<file path="config.mk">
export PLATFORM = sky130hd
export DESIGN_NAME = mem_arbiter
export DESIGN_NICKNAME = d
export VERILOG_FILES = /design/src/rtl/mem_arbiter.sv
export SDC_FILE = /design/constraint.sdc
export NUM_CORES = 1
export LEC_CHECK = 0
export BUFFER_PORTS_ARGS = -buffer_cell sky130_fd_sc_hd__buf_4
export CAP_MARGIN = 20
export CORE_MARGIN = 1
export CORE_UTILIZATION = 45
export CTS_CLUSTER_SIZE = 16
export DETAILED_ROUTE_END_ITERATION = 16
export PLACE_DENSITY_LB_ADDON = 0.12
export RECOVER_POWER = 25
export SYNTH_ARGS = -nofsm -noshare
export SYNTH_HDL_FRONTEND = slang
export SYNTH_SLANG_ARGS = --single-unit
</file>
<file path="constraint.sdc">
create_clock -name clk -period 7.15 [get_ports clk]
set_clock_uncertainty 0.05 [all_clocks]
set_input_delay 1.7875 -clock clk [delete_from_list [all_inputs] [get_ports clk]]
set_output_delay 1.7875 -clock clk [all_outputs]
set_load 0.05 [all_outputs]
</file>
<file path="src/rtl/mem_arbiter.sv">
// mem_arbiter: two-port arbiter and sequencer in front of the byte-addressable
// memory. Port 0 is instruction fetch (read-only), port 1 is data load/store.
// One request is in flight at a time and each accepted request gets exactly
// one single-cycle response pulse on its own port.
module mem_arbiter #(
    parameter int unsigned READ_WAIT = 2,
    parameter int unsigned TIMEOUT   = 255,
    parameter bit          RR_EN     = 1'b1
) (
    input  logic        clk,
    input  logic        reset,
    input  logic        req0_valid,
    input  logic [31:0] req0_addr,
    output logic        req0_ready,
    output logic        rsp0_valid,
    output logic [31:0] rsp0_data,
    output logic        rsp0_error,
    input  logic        req1_valid,
    input  logic [31:0] req1_addr,
    input  logic [1:0]  req1_write,
    input  logic [31:0] req1_wdata,
    output logic        req1_ready,
    output logic        rsp1_valid,
    output logic [31:0] rsp1_data,
    output logic        rsp1_error,
    output logic [31:0] mem_address,
    output logic [1:0]  mem_write,
    output logic [31:0] mem_wdata,
    input  logic [31:0] mem_q,
    input  logic        mem_done,
    input  logic        mem_error
);

    // Last RD_WAIT count value (mem_q is sampled on that edge) and the
    // write-phase abort limit, both in counter width.
    localparam logic [7:0] RD_LAST_C = 8'(READ_WAIT - 1);
    localparam logic [7:0] TIMEOUT_C = 8'(TIMEOUT);

    typedef enum logic [2:0] {
        ST_IDLE       = 3'd0,
        ST_RD_WAIT    = 3'd1,
        ST_WR_WAIT    = 3'd2,
        ST_WR_RELEASE = 3'd3,
        ST_RESP       = 3'd4
    } state_t;

    state_t      state_q;
    logic        last_grant_q;
    logic        port_q;
    logic        err_q;
    logic [31:0] data_q;
    logic [7:0]  tcnt_q;
    logic [7:0]  rdcnt_q;
    logic [31:0] mem_address_q;
    logic [1:0]  mem_write_q;
    logic [31:0] mem_wdata_q;
    logic        rsp0_valid_q;
    logic [31:0] rsp0_data_q;
    logic        rsp0_error_q;
    logic        rsp1_valid_q;
    logic [31:0] rsp1_data_q;
    logic        rsp1_error_q;

    logic        p1_eligible;
    logic        grant0;
    logic        grant1;
    logic [31:0] sel_addr;
    logic [1:0]  sel_write;
    logic [31:0] sel_wdata;
    logic [7:0]  tcnt_d;
    logic [7:0]  rdcnt_d;

    // A port-1 write must not start while the memory is still signalling DONE
    // from a previous (possibly reset-aborted) write; reads are never gated.
    assign p1_eligible = req1_valid && !((req1_write != 2'd0) && mem_done);

    assign sel_addr  = grant1 ? req1_addr  : req0_addr;
    assign sel_write = grant1 ? req1_write : 2'd0;
    assign sel_wdata = grant1 ? req1_wdata : 32'd0;
    assign tcnt_d    = tcnt_q + 8'd1;
    assign rdcnt_d   = rdcnt_q + 8'd1;

    // Grant selection in IDLE: single requester wins, ties go round-robin
    // (or always to port 1 when round-robin is disabled).
    always_comb begin
        grant0 = 1'b0;
        grant1 = 1'b0;
        if ((state_q == ST_IDLE) && !reset) begin
            if (req0_valid && p1_eligible) begin
                if (RR_EN && (last_grant_q == 1'b1)) begin
                    grant0 = 1'b1;
                end else begin
                    grant1 = 1'b1;
                end
            end else if (req0_valid) begin
                grant0 = 1'b1;
            end else if (p1_eligible) begin
                grant1 = 1'b1;
            end else begin
                grant0 = 1'b0;
                grant1 = 1'b0;
            end
        end else begin
            grant0 = 1'b0;
            grant1 = 1'b0;
        end
    end

    assign req0_ready  = grant0;
    assign req1_ready  = grant1;
    assign rsp0_valid  = rsp0_valid_q;
    assign rsp0_data   = rsp0_data_q;
    assign rsp0_error  = rsp0_error_q;
    assign rsp1_valid  = rsp1_valid_q;
    assign rsp1_data   = rsp1_data_q;
    assign rsp1_error  = rsp1_error_q;
    assign mem_address = mem_address_q;
    assign mem_write   = mem_write_q;
    assign mem_wdata   = mem_wdata_q;

    // Sequencer FSM: latches the granted request, drives the memory
    // handshake, and emits the registered response pulse from RESP.
    always_ff @(posedge clk or posedge reset) begin
        if (reset) begin
            state_q       <= ST_IDLE;
            last_grant_q  <= 1'b0;
            port_q        <= 1'b0;
            err_q         <= 1'b0;
            data_q        <= 32'd0;
            tcnt_q        <= 8'd0;
            rdcnt_q       <= 8'd0;
            mem_address_q <= 32'd0;
            mem_write_q   <= 2'd0;
            mem_wdata_q   <= 32'd0;
            rsp0_valid_q  <= 1'b0;
            rsp0_data_q   <= 32'd0;
            rsp0_error_q  <= 1'b0;
            rsp1_valid_q  <= 1'b0;
            rsp1_data_q   <= 32'd0;
            rsp1_error_q  <= 1'b0;
        end else begin
            rsp0_valid_q <= 1'b0;
            rsp1_valid_q <= 1'b0;
            case (state_q)
                ST_IDLE: begin
                    if (grant0 || grant1) begin
                        port_q  <= grant1;
                        rdcnt_q <= 8'd0;
                        tcnt_q  <= 8'd0;
                        data_q  <= 32'd0;
                        if (sel_addr[1:0] != 2'b00) begin
                            // Misaligned: answer with an error, memory untouched.
                            err_q   <= 1'b1;
                            state_q <= ST_RESP;
                        end else if (sel_write == 2'd0) begin
                            err_q         <= 1'b0;
                            mem_address_q <= sel_addr;
                            state_q       <= ST_RD_WAIT;
                        end else begin
                            err_q         <= 1'b0;
                            mem_address_q <= sel_addr;
                            mem_write_q   <= sel_write;
                            mem_wdata_q   <= sel_wdata;
                            state_q       <= ST_WR_WAIT;
                        end
                    end else begin
                        state_q <= ST_IDLE;
                    end
                end
                ST_RD_WAIT: begin
                    if (mem_error) begin
                        err_q <= 1'b1;
                    end else begin
                        err_q <= err_q;
                    end
                    if (rdcnt_q == RD_LAST_C) begin
                        data_q  <= mem_q;
                        state_q <= ST_RESP;
                    end else begin
                        rdcnt_q <= rdcnt_d;
                    end
                end
                ST_WR_WAIT: begin
                    if (mem_error) begin
                        err_q <= 1'b1;
                    end else begin
                        err_q <= err_q;
                    end
                    if (mem_done) begin
                        mem_write_q <= 2'd0;
                        state_q     <= ST_WR_RELEASE;
                    end else if (tcnt_q == TIMEOUT_C) begin
                        mem_write_q <= 2'd0;
                        err_q       <= 1'b1;
                        state_q     <= ST_RESP;
                    end else begin
                        tcnt_q <= tcnt_d;
                    end
                end
                ST_WR_RELEASE: begin
                    if (!mem_done) begin
                        state_q <= ST_RESP;
                    end else if (tcnt_q == TIMEOUT_C) begin
                        err_q   <= 1'b1;
                        state_q <= ST_RESP;
                    end else begin
                        tcnt_q <= tcnt_d;
                    end
                end
                ST_RESP: begin
                    if (port_q) begin
                        rsp1_valid_q <= 1'b1;
                        rsp1_data_q  <= data_q;
                        rsp1_error_q <= err_q;
                    end else begin
                        rsp0_valid_q <= 1'b1;
                        rsp0_data_q  <= data_q;
                        rsp0_error_q <= err_q;
                    end
                    last_grant_q <= port_q;
                    state_q      <= ST_IDLE;
                end
                default: begin
                    mem_write_q <= 2'd0;
                    state_q     <= ST_IDLE;
                end
            endcase
        end
    end

endmodule

</file>
==> results of run 1 <==
cells in the final DEF, fill, tap and decap left out, drive strengths merged, types with 10 or more instances in the layout:
cell type | synthesis | routed
buf | 32 | 274
dfrtp | 188 | 188
mux2 | 98 | 98
nand2 | 79 | 79
nor2 | 49 | 49
a22o | 32 | 32
a31oi | 31 | 31
clkbuf | 4 | 21
inv | 11 | 18
o21ai | 10 | 10
power by group:
part,total (uW),switching (uW),internal [uW]
clock network,921,427,494
registers,1750,270,1480
logic,2500,1680,821
total,5170,2380,2790
logic make-up (layout without fill, tap and decap cells):
kind of cell / after synthesis / after routing / synth area share
compound gates: 101 / 101 / 0.0943
mux: 101 / 101 / 0.147
flops: 188 / 188 / 0.609
xor+xnor: 5 / 5 / 0.00567
buf+inv: 47 / 321 / 0.0316
fa+ha+maj: 4 / 4 / 0.00616
simple gates: 173 / 173 / 0.106
worst max-delay path, cell delays in order:
cell      delay (ns)
clkbuf_1        0.15
nor4_4          0.51
nand4_4         0.56
inv_2           0.64
buf_4           0.31
state kept, by name, summed over array words and instances (netlist names):
signal / count
mem_address: 32
mem_write: 2
err_q: 1
data_q: 32
rsp0_valid: 1
mem_wdata: 32
rsp1_error: 1
tcnt_q: 8
state_q: 3
rsp0_error: 1
port_q: 1
rsp1_data: 32
rdcnt_q: 8
last_grant_q: 1
rsp1_valid: 1
rsp0_data: 32
per-layer routing:
| layer | global-route usage | share of wire |
|---|---|---|
| met1 | 0.276 | 0.41 |
| met3 | 0.0552 | 0.060 |
| met4 | 0.0645 | 0.015 |
| met2 | 0.378 | 0.52 |
| met5 | 0 | 0 |
worst paths after layout:
path,startpoint,slack (ns),end
max,reset,1.34,req1_ready
min,mem_wdata[15],0.45,mem_wdata[15]
max reg2reg,state_q[0],3.49,rsp0_data[27]
min reg2reg,mem_wdata[15],0.45,mem_wdata[15]
max in group asynchronous,reset,2.32,data_q[9]
min in group asynchronous,reset,1.74,mem_write[1]
stage by stage:
stage          power (uW)  cell area, um2  hold WS [ns]  setup slack (ns)
3_5_place_dp         4300            9910         0.435              1.38
3_3_place_gp         4220            9890         0.427              1.48
2_1_floorplan        3480            7720         0.416             0.199
6_report             5170           10500         0.446              1.34
5_1_grt              5430           10500         0.462              1.14
4_1_cts              5230           10500         0.452              1.36
cell type report:
type	instances	area, um2	area share
flip-flops and latches	188	4700	0.450
multi-input cells	384	2780	0.266
repair buffers	278	2070	0.198
clock buffers	17	425	0.0407
well taps	220	275	0.0263
clock inverters	15	153	0.0146
inverters	11	42.5	0.00407
==> impl_metrics.yaml, run 1 <==
sta:
  rsz0062_at_grt: "no"
  max_freq_ghz: 0.172
  fin_tns_setup_ns: 0
  period_minus_slack_ns: 5.81
  hold_violations: 0
  slew_violations: 137
  worst_slew_pin_slew_ns: 1.87
  maxSlewHeadroom: -0.244
  finalCritPeriodShare: 0.813
  setup_viol: 0
global_route:
  grt_max_degree: 87
  antenna_found_initial: 0
  grt-ovfl-total: 0
  grtUsageTotal: 0.221
  grt_pass1_wl_mm: 30.6
  grt_pass1_vias: 6004
clock_network:
  hold_buffers: 0
  cts.reportedPaths.clkPinSlew_ns: 0.07
  numCtsBuffers: 17
  clock_latency_ns: 0.43
  post_cts_resized: 0
  cts_setup_buffers: 0
  clockBufferDepth: 2
  cts_sinks: 188
  root_buffer: "clkbuf_16"
  cts_tree: "yes"
  htree_levels: 4
yosys:
  syn_area_per_cell_um2: 12.5
  synth_ff_type: "dfrtp_1"
  post_synth_instance_area_mm2: 0.00772
  synthMostInstantiatedCell: "dfrtp_1"
  yosys-top-cells-area: "dfrtp_1, mux2_2, mux2_1, nand2_1, a22o_1"
  yosysSeqAreaShare: 0.609
  syn_inst: 619
  ys_ff_latch: 188
  syn_nets: 758
  synth_common_cells: "dfrtp_1, nand2_1, mux2_2"
  yosys_warnings: 0
  synth_edf_count: 0
  yosysTopAreaCell: "dfrtp_1"
  postSynth.asyncResetShare: 1.00
  yosys.area.top_type_share: 0.609
  yosys.cell_types.count: 50
power:
  power_density_mw_per_mm2: 495
  irDropWorstVdd_uv: 244
  p_leak_uw: 0.00529
detailed_routing:
  post_drt_wl_per_cell_um: 17.0
  dr.pass1.iters: 4
  vias: 5790
  postRouteAntennaNets: 0
  drc_errors: 0
  routed_wl_mm: 18.9
  drtIter0Drc: 278
  viasPerCell: 5.20
job:
  maxCapViolCount: 4
run_status:
  outcome: "finished, violations left"
  violations: "capacitance limit, slew limit"
critical_path:
  cp-start-kind: "input pin"
  crit_type: "in -> out"
  cp_max_fo: 33
  critPathRequiredTime_ns: 5.31
  worstPathArrival_ns: 3.97
  cp-end-kind: "primary output"
  reg2reg_depth: 5
die:
  initial_core_util: 0.464
  num_rows: 47
  coreArea_mm2: 0.0166
  die_height_um: 133
  ios: 272
  die_area_mm2: 0.0177
  die_w_um: 133
final_layout:
  stdcell_count: 1113
  fillers: 1358
  area_growth_pct: 35.4
  postLayoutCoreUtil: 0.628
  nets: 1019
  drive_gt1_frac: 0.432
  antennaDiodeCount: 0
worst_hold_path:
  hp-class: "reg -> reg"
  hold_depth: 1
placed_design:
  placed_cells: 1080
  dp_hpwl_mm: 13.4
  port_buffers: 271
  place.gp.congestion: 0.884
No activity file was read; power rests on OpenSTA's default activity.
==> run 2, diff against run 1 <==
- CORE_UTILIZATION: 45 -> 50
- clock period: 7.15 -> 6.02 ns (I/O delays scaled with it)
==> impl_metrics.yaml, run 2 (synthesized netlist as in run 1, its figures left out) <==
clock_network:
  clockBufferDepth: 2
  cts_setup_buffers: 0
  cts.reportedPaths.clkPinSlew_ns: 0.07
  cts_tree: "yes"
  htree_levels: 4
  hold_buffers: 0
  numCtsBuffers: 17
  post_cts_resized: 0
  clock_latency_ns: 0.43
  cts_sinks: 188
  root_buffer: "clkbuf_16"
final_layout:
  seqCellArea_mm2: 0.00470
  postLayoutCoreUtil: 0.692
  final_cell_mix: "buf_4, dfrtp_1, nand2_1"
  layout_commonest_cell: "buf_4"
  antennaDiodeCount: 0
  nets: 1018
  area_growth_pct: 35.9
  multi_input_area_mm2: 0.00278
  fillers: 1099
  stdcell_area_mm2: 0.0105
  drive_gt1_frac: 0.434
sta:
  maxSlewHeadroom: -0.618
  slew_violations: 152
  rsz0062_at_grt: "no"
  setup_viol: 0
  worst_slew_pin_slew_ns: 2.43
  fin_tns_setup_ns: 0
  max_freq_ghz: 0.193
  finalCritPeriodShare: 0.859
  hold_violations: 0
  period_minus_slack_ns: 5.17
power:
  pwr-share-comb: 0.478
  internal_power_uw: 3410
  seqPwrFrac: 0.332
  clkPwrFrac: 0.190
  irDropWorstVdd_uv: 282
  power_density_mw_per_mm2: 595
  p_sw_frac: 0.454
  p_leak_uw: 0.00533
  power.switching_uw: 2830
critical_path:
  r2r_end: "rsp0_data[16]"
  r2r_setup_slack_ns: 2.94
  worstPathCellList: "clkbuf_1, nor4_4, nand4_4, inv_2, buf_4"
  critPathMaxStageDelay_ns: 0.64
  critPathRequiredTime_ns: 4.47
  cp-start-kind: "input pin"
  cp_max_fo: 33
  startpoint: "reset"
  worstPathArrival_ns: 3.62
  r2r-start: "state_q[0]"
  reg2reg_depth: 5
  crit_type: "in -> out"
  crit_slowest_cell: "inv_2"
  cp-end-kind: "primary output"
worst_hold_path:
  min_from: "mem_wdata[7]"
  hold_depth: 1
  hp-class: "reg -> reg"
  min_to: "mem_wdata[7]"
die:
  coreArea_mm2: 0.0151
  die_height_um: 126
  num_rows: 45
  ios: 272
  die_area_mm2: 0.0159
  die_w_um: 126
  initial_core_util: 0.510
placed_design:
  place.gp.congestion: 0.844
  dp_hpwl_mm: 12.7
  port_buffers: 271
  placed_area_mm2: 0.00986
run_status:
  violations: "capacitance limit, slew limit"
  outcome: "finished, violations left"
global_route:
  antenna_found_initial: 0
  grt_pass1_wl_mm: 30.2
  grt-ovfl-total: 0
  grt_max_degree: 103
  grt_pass1_vias: 6043
  grtUsageTotal: 0.243
detailed_routing:
  vias: 5841
  post_drt_wl_per_cell_um: 17.1
  routed_wl_mm: 18.5
  postRouteAntennaNets: 0
  viasPerCell: 5.41
  drc_errors: 0
  drtIter0Drc: 270
  dr.pass1.iters: 7
job:
  maxCapViolCount: 3
## run 2: cell count changes in the layout (fill, tap and decap cells not counted)
cell	previous run	this run
clkinv_2	2	1
inv_6	4	0
clkbuf_1	3	1
bufinv_16	1	3
inv_8	4	6
buf_16	0	1
clkinv_4	2	3
## run 2: metal layers
metal | track usage | vias up | wire length [um]
li1 | - | 2707 | -
met3 | 0.0637 | 34 | 972
met4 | 0.0794 | 0 | 461
met5 | 0 | - | 0
met1 | 0.301 | 2902 | 7620
met2 | 0.413 | 198 | 9420
## run 2: worst max path at each step
stage | endpoint | slack (ns)
floorplan | req1_ready | 1.95
finish | req1_ready | 0.85
CTS | req1_ready | 0.90
detailed placement | req1_ready | 0.90
global route | req1_ready | 0.63
global placement | req1_ready | 0.96
## run 2: metrics by stage
step                      std cells  hold slack (ns)  setup WS, ns  power, uW
final                          1080            0.444         0.849       6240
after global placement         1047            0.425         0.963       5000
after floorplan                 619            0.416          1.95       4130
after detailed placement       1047            0.434         0.905       5090
after CTS                      1079            0.449         0.898       6280
after global routing           1080            0.472         0.635       6550
## run 2: cell type report
cell class              count  share of cell area
multi-input cells         384               0.265
well taps                 188              0.0224
clock buffers              17              0.0406
flip-flops and latches    188               0.449
clock inverters            15              0.0194
repair buffers            277               0.200
inverters                  11             0.00406
## run 2: power by group through the flow
stage	Clock [uW]	Sequential, uW	Combinational (uW)
floorplan	0	3310	821
global placement	0	2060	2940
detailed placement	0	2100	2990
CTS	1210	2080	3000
global route	1270	2150	3130
finish	1190	2070	2980
## run 2: critical path: cells and delay by family
family | cells | cell delay, ns
and+or+nand+nor | 2 | 1.00
buffers and inverters | 3 | 1.10
